## src/rtl/if_id_if.sv

```systemverilog
// Fetch-to-decode handshake bundle for the IF/ID buffer.
interface if_id_if;
    logic        if_valid;
    logic [31:0] if_pc;
    logic [31:0] im_dataout;
    logic        if_ready;
    logic        flush;
    logic        id_valid;
    logic [31:0] id_pc;
    logic [31:0] id_instr;
    logic        id_ready;
    logic [15:0] stall_cnt;

    // Buffer side
    modport slave (
        input  if_valid, if_pc, im_dataout, flush, id_ready,
        output if_ready, id_valid, id_pc, id_instr, stall_cnt
    );

    // Fetch/decode (environment) side
    modport master (
        output if_valid, if_pc, im_dataout, flush, id_ready,
        input  if_ready, id_valid, id_pc, id_instr, stall_cnt
    );
endinterface

```

## src/rtl/if_id_buffer.sv

```systemverilog
// IF/ID pipeline buffer: circular FIFO of {pc, instr} between fetch and decode,
// with flush and a saturating back-pressure counter.
module if_id_buffer #(
    parameter int unsigned DEPTH = 2,
    parameter logic [31:0] NOP   = 32'b0
) (
    input  logic    clk,
    input  logic    rst,
    if_id_if.slave  bus
);

    localparam int unsigned PTR_W = (DEPTH > 1) ? $clog2(DEPTH) : 1;
    localparam int unsigned CNT_W = PTR_W + 1;

    logic [63:0]      r_mem [DEPTH];
    logic [PTR_W-1:0] r_wr_ptr;
    logic [PTR_W-1:0] r_rd_ptr;
    logic [CNT_W-1:0] r_count;
    logic             r_id_valid;
    logic             r_if_ready;
    logic [15:0]      r_stall_cnt;

    logic             w_push;
    logic             w_pop;
    logic             w_stall;
    logic [CNT_W-1:0] w_count_nxt;

    // Handshake qualifiers use only registered readiness, so no input-to-ready path exists
    assign w_push  = bus.if_valid & r_if_ready & ~bus.flush;
    assign w_pop   = r_id_valid & bus.id_ready & ~bus.flush;
    assign w_stall = bus.if_valid & ~r_if_ready & ~bus.flush;

    // Next occupancy: flush wins, otherwise +1 / -1 / hold
    always_comb begin
        w_count_nxt = r_count;
        if (bus.flush) begin
            w_count_nxt = '0;
        end else if (w_push && !w_pop) begin
            w_count_nxt = r_count + CNT_W'(1);
        end else if (w_pop && !w_push) begin
            w_count_nxt = r_count - CNT_W'(1);
        end
    end

    // Pointers, occupancy and the registered valid/ready flags
    always_ff @(posedge clk or posedge rst) begin
        if (rst) begin
            r_wr_ptr   <= '0;
            r_rd_ptr   <= '0;
            r_count    <= '0;
            r_id_valid <= 1'b0;
            r_if_ready <= 1'b1;
        end else begin
            r_count    <= w_count_nxt;
            r_id_valid <= (w_count_nxt != '0);
            r_if_ready <= (w_count_nxt != CNT_W'(DEPTH));
            if (bus.flush) begin
                r_wr_ptr <= '0;
                r_rd_ptr <= '0;
            end else begin
                if (w_push) r_wr_ptr <= r_wr_ptr + PTR_W'(1);
                if (w_pop)  r_rd_ptr <= r_rd_ptr + PTR_W'(1);
            end
        end
    end

    // Entry storage; contents are masked by id_valid so they need no reset
    always_ff @(posedge clk) begin
        if (w_push) begin
            r_mem[r_wr_ptr] <= {bus.if_pc, bus.im_dataout};
        end
    end

    // Saturating count of cycles where fetch was held off
    always_ff @(posedge clk or posedge rst) begin
        if (rst) begin
            r_stall_cnt <= '0;
        end else if (w_stall && (r_stall_cnt != 16'hFFFF)) begin
            r_stall_cnt <= r_stall_cnt + 16'd1;
        end
    end

    assign bus.if_ready  = r_if_ready;
    assign bus.id_valid  = r_id_valid;
    assign bus.id_pc     = r_id_valid ? r_mem[r_rd_ptr][63:32] : 32'b0;
    assign bus.id_instr  = r_id_valid ? r_mem[r_rd_ptr][31:0]  : NOP;
    assign bus.stall_cnt = r_stall_cnt;

endmodule

```

## src/flat_wrapper.sv

```systemverilog
// flat-port wrapper written by rule: the top's interface ports become plain ports
module if_id_buffer_flat 
#(
    parameter int unsigned DEPTH = 2,
    parameter logic [31:0] NOP   = 32'b0
)
  (clk, rst, bus_if_valid, bus_if_pc, bus_im_dataout, bus_flush, bus_id_ready, bus_if_ready, bus_id_valid, bus_id_pc, bus_id_instr, bus_stall_cnt);
  if_id_if bus_i ();
  input  logic clk;
  input  logic rst;
  input wire logic [$bits(bus_i.if_valid)-1:0] bus_if_valid;
  input wire logic [$bits(bus_i.if_pc)-1:0] bus_if_pc;
  input wire logic [$bits(bus_i.im_dataout)-1:0] bus_im_dataout;
  input wire logic [$bits(bus_i.flush)-1:0] bus_flush;
  input wire logic [$bits(bus_i.id_ready)-1:0] bus_id_ready;
  output wire logic [$bits(bus_i.if_ready)-1:0] bus_if_ready;
  output wire logic [$bits(bus_i.id_valid)-1:0] bus_id_valid;
  output wire logic [$bits(bus_i.id_pc)-1:0] bus_id_pc;
  output wire logic [$bits(bus_i.id_instr)-1:0] bus_id_instr;
  output wire logic [$bits(bus_i.stall_cnt)-1:0] bus_stall_cnt;
  assign bus_i.if_valid = bus_if_valid;
  assign bus_i.if_pc = bus_if_pc;
  assign bus_i.im_dataout = bus_im_dataout;
  assign bus_i.flush = bus_flush;
  assign bus_i.id_ready = bus_id_ready;
  assign bus_if_ready = bus_i.if_ready;
  assign bus_id_valid = bus_i.id_valid;
  assign bus_id_pc = bus_i.id_pc;
  assign bus_id_instr = bus_i.id_instr;
  assign bus_stall_cnt = bus_i.stall_cnt;
  if_id_buffer #(.DEPTH(DEPTH), .NOP(NOP)) u_core (.clk(clk), .rst(rst), .bus(bus_i));
endmodule
```

## config.mk

```make
export PLATFORM = sky130hd
export DESIGN_NAME = if_id_buffer_flat
export DESIGN_NICKNAME = d
export VERILOG_FILES = /design/src/rtl/if_id_if.sv /design/src/rtl/if_id_buffer.sv /design/src/flat_wrapper.sv
export SDC_FILE = /design/constraint.sdc
export NUM_CORES = 1
export LEC_CHECK = 0
export BUFFER_PORTS_ARGS = -buffer_cell sky130_fd_sc_hd__buf_2
export CAP_MARGIN = 25
export CORE_MARGIN = 3
export CORE_UTILIZATION = 48
export DETAILED_ROUTE_END_ITERATION = 7
export PLACE_DENSITY = 0.83
export SETUP_SLACK_MARGIN = 0.15
export SKIP_CTS_REPAIR_TIMING = 1
export SLEW_MARGIN = 20
export SYNTH_ARGS = -nofsm -noshare
export SYNTH_HDL_FRONTEND = slang
export SYNTH_SLANG_ARGS = --single-unit
```

## constraint.sdc

```tcl
create_clock -name clk -period 6.3 [get_ports clk]
set_clock_uncertainty 0.1 [all_clocks]
set_input_delay 0.315 -clock clk [delete_from_list [all_inputs] [get_ports clk]]
set_output_delay 0.315 -clock clk [all_outputs]
set_load 0.005 [all_outputs]
```

==> results.py <==
metrics = {
    "synthesis": {
        "yosysUniqueCellTypes": 38,
        "syn_inst": 372,
        "yosysWarningCount": 0,
        "synth_fp_nets": 442,
        "avgSynthCellArea_um2": 16.3,
        "synth_area_um2": 6060,
        "ys_ff_latch": 150,
        "ys_seq_area_frac": 0.726,
    },
    "cts": {
        "cts_tree": "yes",
        "clk_latency_ps": 410,
        "htreeDepth": 4,
        "clock_sinks": 150,
        "clockBufferDepth": 2,
        "cts_buffers": 17,
        "path_clk_slew_ps": 60,
        "cts-root-buf": "clkbuf_16",
    },
    "sta": {
        "relSlewSlack": 0.377,
        "max_freq_mhz": 405,
        "tightestPinTransition_ps": 934,
        "min_period_over_period": 0.392,
        "timing_hold_violations_final": 21,
        "rsz0062_at_grt": "false",
        "finalSetupViolCount": 0,
        "finalMaxSlewViolations": 0,
        "whs_ps": -33.9,
        "min_period_ps": 2470,
        "fin_setup_tns_ps": 0,
    },
    "detailed_routing": {
        "highest_layer": "met4",
        "drtIter0Drc": 326,
        "drc": 0,
        "vias": 3854,
        "routedWlPerCell_um": 16.7,
        "firstDrtPassIters": 4,
        "wl_met3_um": 903,
        "met1_length_um": 5030,
        "ant_nets": 0,
        "routed_wl_um": 12900,
        "via_per_inst": 4.97,
        "dr_wl_met2_um": 6750,
    },
    "worst_setup_path": {
        "crit_start": "u_core.r_rd_ptr",
        "reg2reg_from": "u_core.bus.id_valid",
        "critical_path_class": "flop to output port",
        "reg2reg_depth": 4,
        "arrival_ps": 2050,
        "worstPathRequired_ps": 5880,
        "end_kind": "output port",
        "reg2reg_slack_ps": 4020,
        "r2r_end": "u_core.bus.id_valid",
        "cp-endpoint": "bus_id_pc[1]",
        "critPathMaxFanout": 37,
        "start_kind": "flop",
    },
    "floorplanning": {
        "start_util": 0.498,
        "core_area_um2": 12200,
        "pin_count": 151,
        "num_rows": 40,
        "die_area_um2": 14000,
        "die_w_um": 118,
        "die_h_um": 118,
    },
    "layout": {
        "final_nets": 664,
        "area.growth.synth_to_final_pct": 36.4,
        "finalNonFillerCells": 775,
        "mostFrequentLayoutCell": "buf_2",
        "layout_common_cells": "buf_2, edfxtp_1, mux2i_1",
        "antenna_cells": 0,
        "final_layout_size_suffix_gt1_frac": 0.323,
    },
    "global_routing": {
        "antenna_found_initial": 0,
        "grt_usage": 0.167,
        "grt_max_degree": 69,
        "first_global_vias": 3763,
        "overflow": 0,
        "grt_pass1_wl_um": 18300,
    },
    "place": {
        "globalplace.congestion": 0.841,
        "dp_hpwl_um": 7490,
        "io_buffer_count": 150,
        "place_inst": 680,
    },
    "hold_path": {
        "hp-class": "primary input to asynchronous set/reset pin",
    },
    "outcome": {
        "status": "complete, but fails checks",
        "violations": "hold timing",
    },
    "power_and_ir_drop": {
        "powerDensity_nw_per_um2": 347,
        "max-vdd-ir-drop_mv": 0.181,
        "p_leak_nw": 3.30,
    },
    "run": {
        "cap_violations": 0,
    },
}
-- Yosys cell counts (all sizes together) --
| library cell | count | share of area |
|---|---|---|
| a21boi | 1 | 0.0012 |
| and2 | 2 | 0.0021 |
| and3 | 2 | 0.0023 |
| and3b | 1 | 0.0014 |
| and4 | 1 | 0.0017 |
| buf | 7 | 0.0068 |
| clkbuf | 8 | 0.0050 |
| dfrtp | 21 | 0.087 |
| dfstp | 1 | 0.0043 |
| edfxtp | 128 | 0.63 |
| ha | 1 | 0.0021 |
| inv | 3 | 0.0019 |
| mux2 | 2 | 0.0043 |
| mux2i | 65 | 0.11 |
| nand2 | 10 | 0.0062 |
| nand3 | 3 | 0.0025 |
| nand3b | 1 | 0.0012 |
| nand4 | 4 | 0.0062 |
| nor2 | 7 | 0.0048 |
| nor2b | 64 | 0.066 |
| nor3 | 8 | 0.0066 |
| nor3b | 4 | 0.0050 |
| nor4 | 3 | 0.0056 |
| nor4b | 1 | 0.0014 |
| o2111ai | 1 | 0.0014 |
| o21ai | 2 | 0.0017 |
| or3 | 1 | 0.0010 |
| or3b | 1 | 0.0014 |
| or4 | 1 | 0.0012 |
| xnor2 | 4 | 0.0058 |
| xor2 | 14 | 0.020 |
-- per-stage QoR --
step                      instance area [µm²]  utilization  worst slack (ps)  total power [mW]
final                                    8260        0.680              3830              2.87
after global routing                     8260        0.680              3730              3.00
after CTS                                7630        0.628              3880              2.86
after detailed placement                 7020        0.577              3970              1.82
after global placement                   6990        0.575              4120              1.79
after floorplan                          6060            -               334              1.59
-- worst max-delay path, cell delays in order, from the launching register on --
cell     delay [ps]
dfrtp_4         780
buf_16          310
mux2i_1         300
nor2b_1          90
buf_2           130
-- cell families after synthesis --
kind of cell	after synthesis	share of synthesized area
AO/OA/AOI/OAI	4	0.00434
XOR/XNOR	18	0.0260
adder cells (fa/ha/maj)	1	0.00206
buffers and inverters	18	0.0136
flip-flops	150	0.726
multiplexers	67	0.112
AND/OR/NAND/NOR	114	0.117
-- layout make-up --
| cell class | instances | area, µm² |
|---|---|---|
| Sequential cell | 150 | 4400 |
| Fill cell | 844 | 3900 |
| Multi-Input combinational cell | 204 | 1590 |
| Timing Repair Buffer | 218 | 1440 |
| Clock buffer | 19 | 433 |
| Tap cell | 168 | 210 |
| Clock inverter | 13 | 180 |
| Inverter | 3 | 11.3 |
-- how the worst min path moves through the flow --
stage	startpoint	end	slack, ps
after global placement	u_core.bus.stall_cnt[15]	u_core.bus.stall_cnt[15]	380
after floorplan	rst	u_core.bus.id_valid	200
final	rst	u_core.bus.stall_cnt[7]	-30
after CTS	bus_if_pc[15]	u_core.r_mem[1][47]	-30
after global routing	bus_im_dataout[1]	u_core.r_mem[1][1]	0.9
after detailed placement	u_core.bus.stall_cnt[15]	u_core.bus.stall_cnt[15]	390
-- registers in the layout (all words and copies together), names as in the netlist --
name,cells
u_core.bus.stall_cnt,16
u_core.bus.if_ready,1
u_core.r_mem,128
u_core.r_count,2
u_core.r_wr_ptr,1
u_core.r_rd_ptr,1
u_core.bus.id_valid,1
-- power by group --
part | switching (mW) | total (mW) | internal (mW) | leakage, nW
Sequential | 0.105 | 1.28 | 1.17 | 1.46
Combinational | 0.248 | 0.556 | 0.308 | 1.56
Clock | 0.373 | 1.03 | 0.661 | 0.285
Total | 0.727 | 2.87 | 2.14 | 3.30
-- metal layers --
layer / GRT usage / up-vias
li1: - / 1817
met1: 0.194 / 1860
met2: 0.282 / 153
met3: 0.0555 / 24
met4: 0.0747 / 0
met5: 0 / -
Note: power is estimated with default switching activity, not from simulation.
